--- config.mk ---
export PLATFORM = sky130hd
export DESIGN_NAME = char_spawner
export DESIGN_NICKNAME = d
export VERILOG_FILES = /design/src/rtl/typing_pkg.sv /design/src/rtl/lfsr16.sv /design/src/rtl/char_spawner.sv
export SDC_FILE = /design/constraint.sdc
export NUM_CORES = 1
export LEC_CHECK = 0
export CORE_MARGIN = 2
export CORE_UTILIZATION = 53
export CTS_CLUSTER_SIZE = 25
export DETAILED_ROUTE_END_ITERATION = 10
export PLACE_DENSITY = 0.76
export SETUP_SLACK_MARGIN = 0.15
export SYNTH_ARGS = -nofsm -noshare
export SYNTH_HDL_FRONTEND = slang
export SYNTH_SLANG_ARGS = --single-unit
--- constraint.sdc ---
create_clock -name clk -period 3.2 [get_ports clk]
set_input_delay 0.64 -clock clk [delete_from_list [all_inputs] [get_ports clk]]
set_output_delay 0.64 -clock clk [all_outputs]
set_load 0.03 [all_outputs]
--- src/rtl/typing_pkg.sv ---
// typing_pkg: shared constants, spawner state encoding and the LFSR step function
// Contents: NUM_COLS_DEFAULT, ASCII_LOWER_A, ASCII_ZERO, CHARSET_LETTERS, CHARSET_ALNUM,
//   LFSR_MASK, spawn_state_t, lfsr_next() (one Galois step, right-shifting)
package typing_pkg;
  localparam int NUM_COLS_DEFAULT = 53;
  localparam logic [7:0] ASCII_LOWER_A = 8'h61;
  localparam logic [7:0] ASCII_ZERO = 8'h30;
  localparam int CHARSET_LETTERS = 26;
  localparam int CHARSET_ALNUM = 36;
  localparam logic [15:0] LFSR_MASK = 16'hB400;
  typedef enum logic [2:0] {
    S_IDLE,
    S_ROLL,
    S_PROBE0,
    S_PROBE1,
    S_WRITE,
    S_COOL
  } spawn_state_t;
  function automatic logic [15:0] lfsr_next(input logic [15:0] v);
    return v[0] ? ((v >> 1) ^ LFSR_MASK) : (v >> 1);
  endfunction
endpackage

--- src/rtl/lfsr16.sv ---
// lfsr16: 16-bit Galois LFSR that advances one step per cycle with step high
// Ports: clk, reset (async, active-high, loads seed), step (advance enable),
//   seed [15:0] (reset value, must be nonzero), value [15:0] (current state)
module lfsr16
  import typing_pkg::*;
(
  input  logic        clk,
  input  logic        reset,
  input  logic        step,
  input  logic [15:0] seed,
  output logic [15:0] value
);
  logic [15:0] value_q;
  always_ff @(posedge clk or posedge reset)
    if (reset) value_q <= seed;
    else if (step) value_q <= lfsr_next(value_q);
  assign value = value_q;
endmodule

--- src/rtl/char_spawner.sv ---
// char_spawner: picks a random free column/char/speed and requests a video-memory write
// Ports: clk, reset (async, active-high), pause (low = no new round), mode (unused here),
//   wr_ready (target slot empty), vmdata_wr/vmdata_wraddr/veldata_wr (write payload),
//   vmdata_wren (held request), spawn_count/drop_count (saturating), busy (not IDLE)
// Build option: SPAWN_DIGITS_EN adds '0'-'9' to the character set.
module char_spawner
  import typing_pkg::*;
#(
  parameter int          NUM_COLS     = NUM_COLS_DEFAULT,
  parameter logic [15:0] LFSR_SEED    = 16'hACE1,
  parameter int          MAX_RETRY    = 8,
  parameter int          WAIT_TIMEOUT = 28_000_000,
  parameter int          COOLDOWN_CYC = 1_000_000
) (
  input  logic        clk,
  input  logic        reset,
  input  logic        pause,
  input  logic [1:0]  mode,
  input  logic        wr_ready,
  output logic [7:0]  vmdata_wr,
  output logic [5:0]  vmdata_wraddr,
  output logic        vmdata_wren,
  output logic [7:0]  veldata_wr,
  output logic [13:0] spawn_count,
  output logic [7:0]  drop_count,
  output logic        busy
);
`ifdef SPAWN_DIGITS_EN
  localparam int CHARSET = CHARSET_ALNUM;
`else
  localparam int CHARSET = CHARSET_LETTERS;
`endif
  spawn_state_t state_q, state_d;
  logic [15:0] lfsr_val, lfsr_nxt;
  logic [5:0] col_q, col_d, roll_col;
  logic [7:0] char_q, char_d, vel_q, vel_d, roll_char, roll_vel, idx;
  logic wren_q, wren_d, give_up;
  logic [13:0] spawn_q, spawn_d;
  logic [7:0] drop_q, drop_d, retry_q, retry_d;
  logic [31:0] timer_q, timer_d;
  logic unused_mode;
  // mode only changes the engine's commit rate; the spawner ignores it
  assign unused_mode = ^mode;
  lfsr16 u_lfsr (
    .clk  (clk),
    .reset(reset),
    .step (state_q == S_ROLL),
    .seed (LFSR_SEED),
    .value(lfsr_val)
  );
  // outputs registered in ROLL come from the value the LFSR steps to in that same cycle
  assign lfsr_nxt = lfsr_next(lfsr_val);
  assign roll_col = 6'(8'd1 + lfsr_nxt[15:8] % 8'(NUM_COLS - 1));
  assign idx = lfsr_nxt[7:0] % 8'(CHARSET);
  assign roll_char = idx < 8'(CHARSET_LETTERS) ? ASCII_LOWER_A + idx
                                                 : ASCII_ZERO + idx - 8'(CHARSET_LETTERS);
  assign roll_vel = {lfsr_nxt[3:0], lfsr_nxt[15:12]};
  assign give_up = retry_q + 8'd1 == 8'(MAX_RETRY);
  always_comb begin
    state_d = state_q;
    col_d = col_q;
    char_d = char_q;
    vel_d = vel_q;
    wren_d = wren_q;
    spawn_d = spawn_q;
    drop_d = drop_q;
    retry_d = retry_q;
    timer_d = timer_q;
    case (state_q)
      S_IDLE: state_d = pause ? S_ROLL : S_IDLE;
      S_ROLL: begin
        col_d = roll_col;
        char_d = roll_char;
        vel_d = roll_vel;
        state_d = S_PROBE0;
      end
      S_PROBE0: state_d = S_PROBE1;
      S_PROBE1: begin
        retry_d = wr_ready || give_up ? '0 : retry_q + 8'd1;
        state_d = wr_ready ? S_WRITE : give_up ? S_COOL : S_ROLL;
        wren_d = wr_ready;
        timer_d = '0;
      end
      S_WRITE: begin
        timer_d = timer_q + 32'd1;
        // a commit seen on the timeout cycle still counts as a commit
        if (!wr_ready) begin
          spawn_d = spawn_q + {13'd0, ~&spawn_q};
          wren_d = 1'b0;
          timer_d = '0;
          state_d = S_COOL;
        end else if (timer_q == 32'(WAIT_TIMEOUT - 1)) begin
          drop_d = drop_q + {7'd0, ~&drop_q};
          wren_d = 1'b0;
          timer_d = '0;
          state_d = S_COOL;
        end
      end
      S_COOL: begin
        timer_d = timer_q == 32'(COOLDOWN_CYC - 1) ? '0 : timer_q + 32'd1;
        state_d = timer_q == 32'(COOLDOWN_CYC - 1) ? S_IDLE : S_COOL;
      end
      default: state_d = S_IDLE;
    endcase
  end
  always_ff @(posedge clk or posedge reset)
    if (reset) begin
      state_q <= S_IDLE;
      col_q <= '0;
      char_q <= '0;
      vel_q <= '0;
      wren_q <= 1'b0;
      spawn_q <= '0;
      drop_q <= '0;
      retry_q <= '0;
      timer_q <= '0;
    end else begin
      state_q <= state_d;
      col_q <= col_d;
      char_q <= char_d;
      vel_q <= vel_d;
      wren_q <= wren_d;
      spawn_q <= spawn_d;
      drop_q <= drop_d;
      retry_q <= retry_d;
      timer_q <= timer_d;
    end
  assign vmdata_wr = char_q;
  assign vmdata_wraddr = col_q;
  assign vmdata_wren = wren_q;
  assign veldata_wr = vel_q;
  assign spawn_count = spawn_q;
  assign drop_count = drop_q;
  assign busy = state_q != S_IDLE;
endmodule

==> impl_metrics.yaml <==
run_status:
  outcome: "completed"
grt:
  antenna_found_initial: 0
  first_global_vias: 4869
  grt_max_degree: 56
  grt_usage_pct: 23.7
  overflow: 0
  grt_pass1_wl_um: 22700
yosys:
  yosys-top-cells-count: "99 x nand2_1, 91 x dfrtp_1, 85 x o21ai_0"
  async_reset_ff_share_pct: 100
  syn-num-nets: 706
  seq_area_frac_synth_pct: 42.2
  yosysUniqueCellTypes: 74
  yosys_warnings: 0
  synth_top_area_cell: "dfrtp_1"
  yosys.area.top_type_share_pct: 38.6
  ys.flop_type: "dfrtp_1"
  synth_edf_count: 0
  yosysMostFrequentCell: "nand2_1"
  ys_top_cells_by_area: "dfrtp_1 39%, o21ai_0 7.2%, nand2_1 6.3%"
  synth.avg_cell_area_um2: 8.55
  netlist_instances: 689
  synth_area_um2: 5890
  ys_seq_elements: 99
critical_path:
  required_ps: 3450
  path_max_fanout: 6
  reg2reg_to: "vmdata_wr[3]$_DFFE_PP0P_"
  cp_top_family: "simple AND/OR/NAND/NOR gates"
  crit_chain: "inv_4 > ha_4 > nand4b_1 > buf_4 > a21oi_1 > o21ai_2 > a21oi_2 > o31ai_4 > or4_4 > o221ai_2 > xor2_1 > o21ai_1"
  worst-path-buf-inv: 2
  path_class: "reg2reg"
  reg2regPathDepth: 12
  critPathLaunchType: "flip-flop"
  slowest_delay_ps: 590
  r2r-start: "u_lfsr.value[5]$_DFFE_PP1P_"
  slowest_stage: "dfstp_2"
  worst_setup_path_end_kind: "flip-flop"
  rrSetupSlack_ps: 140
  cp.arrival_ps: 3310
clock_tree:
  cts_tree: "built"
  cts_max_path_buffers: 2
  cts_root_buffer: "clkbuf_8"
  cts_sinks: 99
  numCtsBuffers: 9
  clkTransAtPathRegs_ps: 100
  holdBufCountCts: 0
  insertion_delay_ps: 370
  htreeDepth: 3
detailed_routing:
  drc: 0
  routedWlPerCell_um: 15.3
  vias: 5224
  first_iter_violations: 351
  routed_via_density: 5.90
  first_pass_iters: 5
  detail-route-antenna-nets: 0
  drt_wl_total_um: 13600
placement:
  place_area_um2: 6650
  routabilityCongestion: 0.840
  io_buffer_count: 49
  dpl.hpwl_um: 9230
sta:
  hold_ws_ps: 484
  worstMarginPinSlew_ps: 575
  fmax_mhz: 327
  slew_viol_final: 0
  slew_headroom_pct: 61.5
  final_hold_viol_count: 0
  setup_viol: 0
  tns_ps: 0
  period_needed_ps: 3060
  finalClockSkew_ps: 9.09
  rsz0062_at_grt: "true"
  finalCritPeriodShare_pct: 95.5
power_and_ir_drop:
  power.leakage_nw: 2.81
  max-vdd-ir-drop_v: 0.000462
  powerDensity_nw_per_um2: 329
min_path:
  hold_class: "reg2reg"
  holdPathStages: 1
  whs_endpoint: "vmdata_wr[5]$_DFFE_PP0P_"
  min_from: "vmdata_wr[5]$_DFFE_PP0P_"
die:
  start_util_pct: 54.4
  fp.dieW_um: 109
  ios: 52
  core_um2: 10800
  die_y_um: 109
  die_area_um2: 12000
  rows: 38
final_layout:
  fin_area_um2: 7080
  diodes: 0
  nFillCells: 880
  finalNetCount: 757
  area_growth_pct: 20.1
  drive_above_1_share_pct: 14.8
job:
  maxCapViolCount: 0
[kinds of logic (layout without fill, tap and decap cells)]
| family | Yosys count | after routing | share of synthesized area, % |
|---|---|---|---|
| simple gates | 275 | 275 | 22.7 |
| compound gates | 194 | 194 | 20.9 |
| flops | 99 | 99 | 42.2 |
| buf+inv | 65 | 121 | 4.97 |
| xor+xnor | 39 | 39 | 5.80 |
| fa+ha+maj | 12 | 12 | 2.51 |
| mux | 5 | 5 | 0.934 |
[worst max-delay path by stage]
| stage | end | startpoint | slack (ps) | cells past startpoint |
|---|---|---|---|---|
| floorplan | vmdata_wr[4]$_DFFE_PP0P_ | u_lfsr.value[5]$_DFFE_PP1P_ | 40 | 17 |
| global placement | vmdata_wr[4]$_DFFE_PP0P_ | u_lfsr.value[5]$_DFFE_PP1P_ | 110 | 15 |
| detailed placement | vmdata_wr[4]$_DFFE_PP0P_ | u_lfsr.value[5]$_DFFE_PP1P_ | 40 | 16 |
| CTS | vmdata_wr[4]$_DFFE_PP0P_ | u_lfsr.value[6]$_DFFE_PP1P_ | 110 | 16 |
| global route | vmdata_wr[4]$_DFFE_PP0P_ | u_lfsr.value[6]$_DFFE_PP1P_ | 9 | 15 |
| finish | vmdata_wr[3]$_DFFE_PP0P_ | u_lfsr.value[5]$_DFFE_PP1P_ | 140 | 12 |
[placed cells by master (no fill, tap or decap), drive strengths merged, types with 10 or more instances in the layout]
| cell type | instances |
|---|---|
| clkdlybuf4s50 | 49 |
| and3 | 13 |
| nand4 | 18 |
| dfrtp | 91 |
| inv | 22 |
| o21ai | 91 |
| nor2 | 51 |
| xor2 | 14 |
| o31ai | 18 |
| nand3 | 35 |
| ha | 11 |
| nor2b | 12 |
| a21oi | 35 |
| buf | 35 |
| nand2 | 99 |
| clkbuf | 10 |
| xnor2 | 25 |
[flip-flops by register name, summed over array words and instances, names as in the netlist]
name and cells:
state_q 3, retry_q 8, drop_count 8, vmdata_wr 8, vmdata_wraddr 6, vmdata_wren 1, spawn_count 14, veldata_wr 7
timer_q 32, u_lfsr.value 12
[through the flow]
stage	setup slack, ps	util [%]	power (mW)	instances
3_5_place_dp	38.8	61.3	1.53	861
2_1_floorplan	43.8	-	1.48	689
4_1_cts	107	64.0	2.35	881
6_report	143	65.3	2.33	885
3_3_place_gp	108	61.3	1.52	861
5_1_grt	9.17	65.3	2.45	885
[per-layer routing]
metal	vias up	GRT usage, %	share of wire [%]	routed length, um
li1	2560	-	-	-
met4	0	6.33	1.4	189
met1	2536	30.6	45	6100
met5	-	0	0	0
met2	111	40.6	50	6770
met3	17	5.04	3.8	516
[timing repair]
| item | 4_1_cts | 5_1_grt |
|---|---|---|
| setup endpoints to repair | 3 | 6 |
| resized for setup | 15 | 20 |
| buffers inserted | 4 | 4 |
| pin swaps | 16 | 17 |
[power breakdown]
part | internal (mW) | switching, mW
sequential | 1.30 | 0.0590
clock | 0.369 | 0.461
combinational | 0.0621 | 0.0807
total | 1.73 | 0.601
[final cells by class]
type	instances	area, um^2	share of cell area (%)
multi-input cells	525	3340	47.1
flip-flops and latches	99	2490	35.1
repair buffers	84	798	11.3
well taps	140	175	2.47
clock buffers	10	128	1.80
inverters	21	85.1	1.20
clock inverters	6	71.3	1.01
No activity file was read; power rests on OpenSTA's default activity.
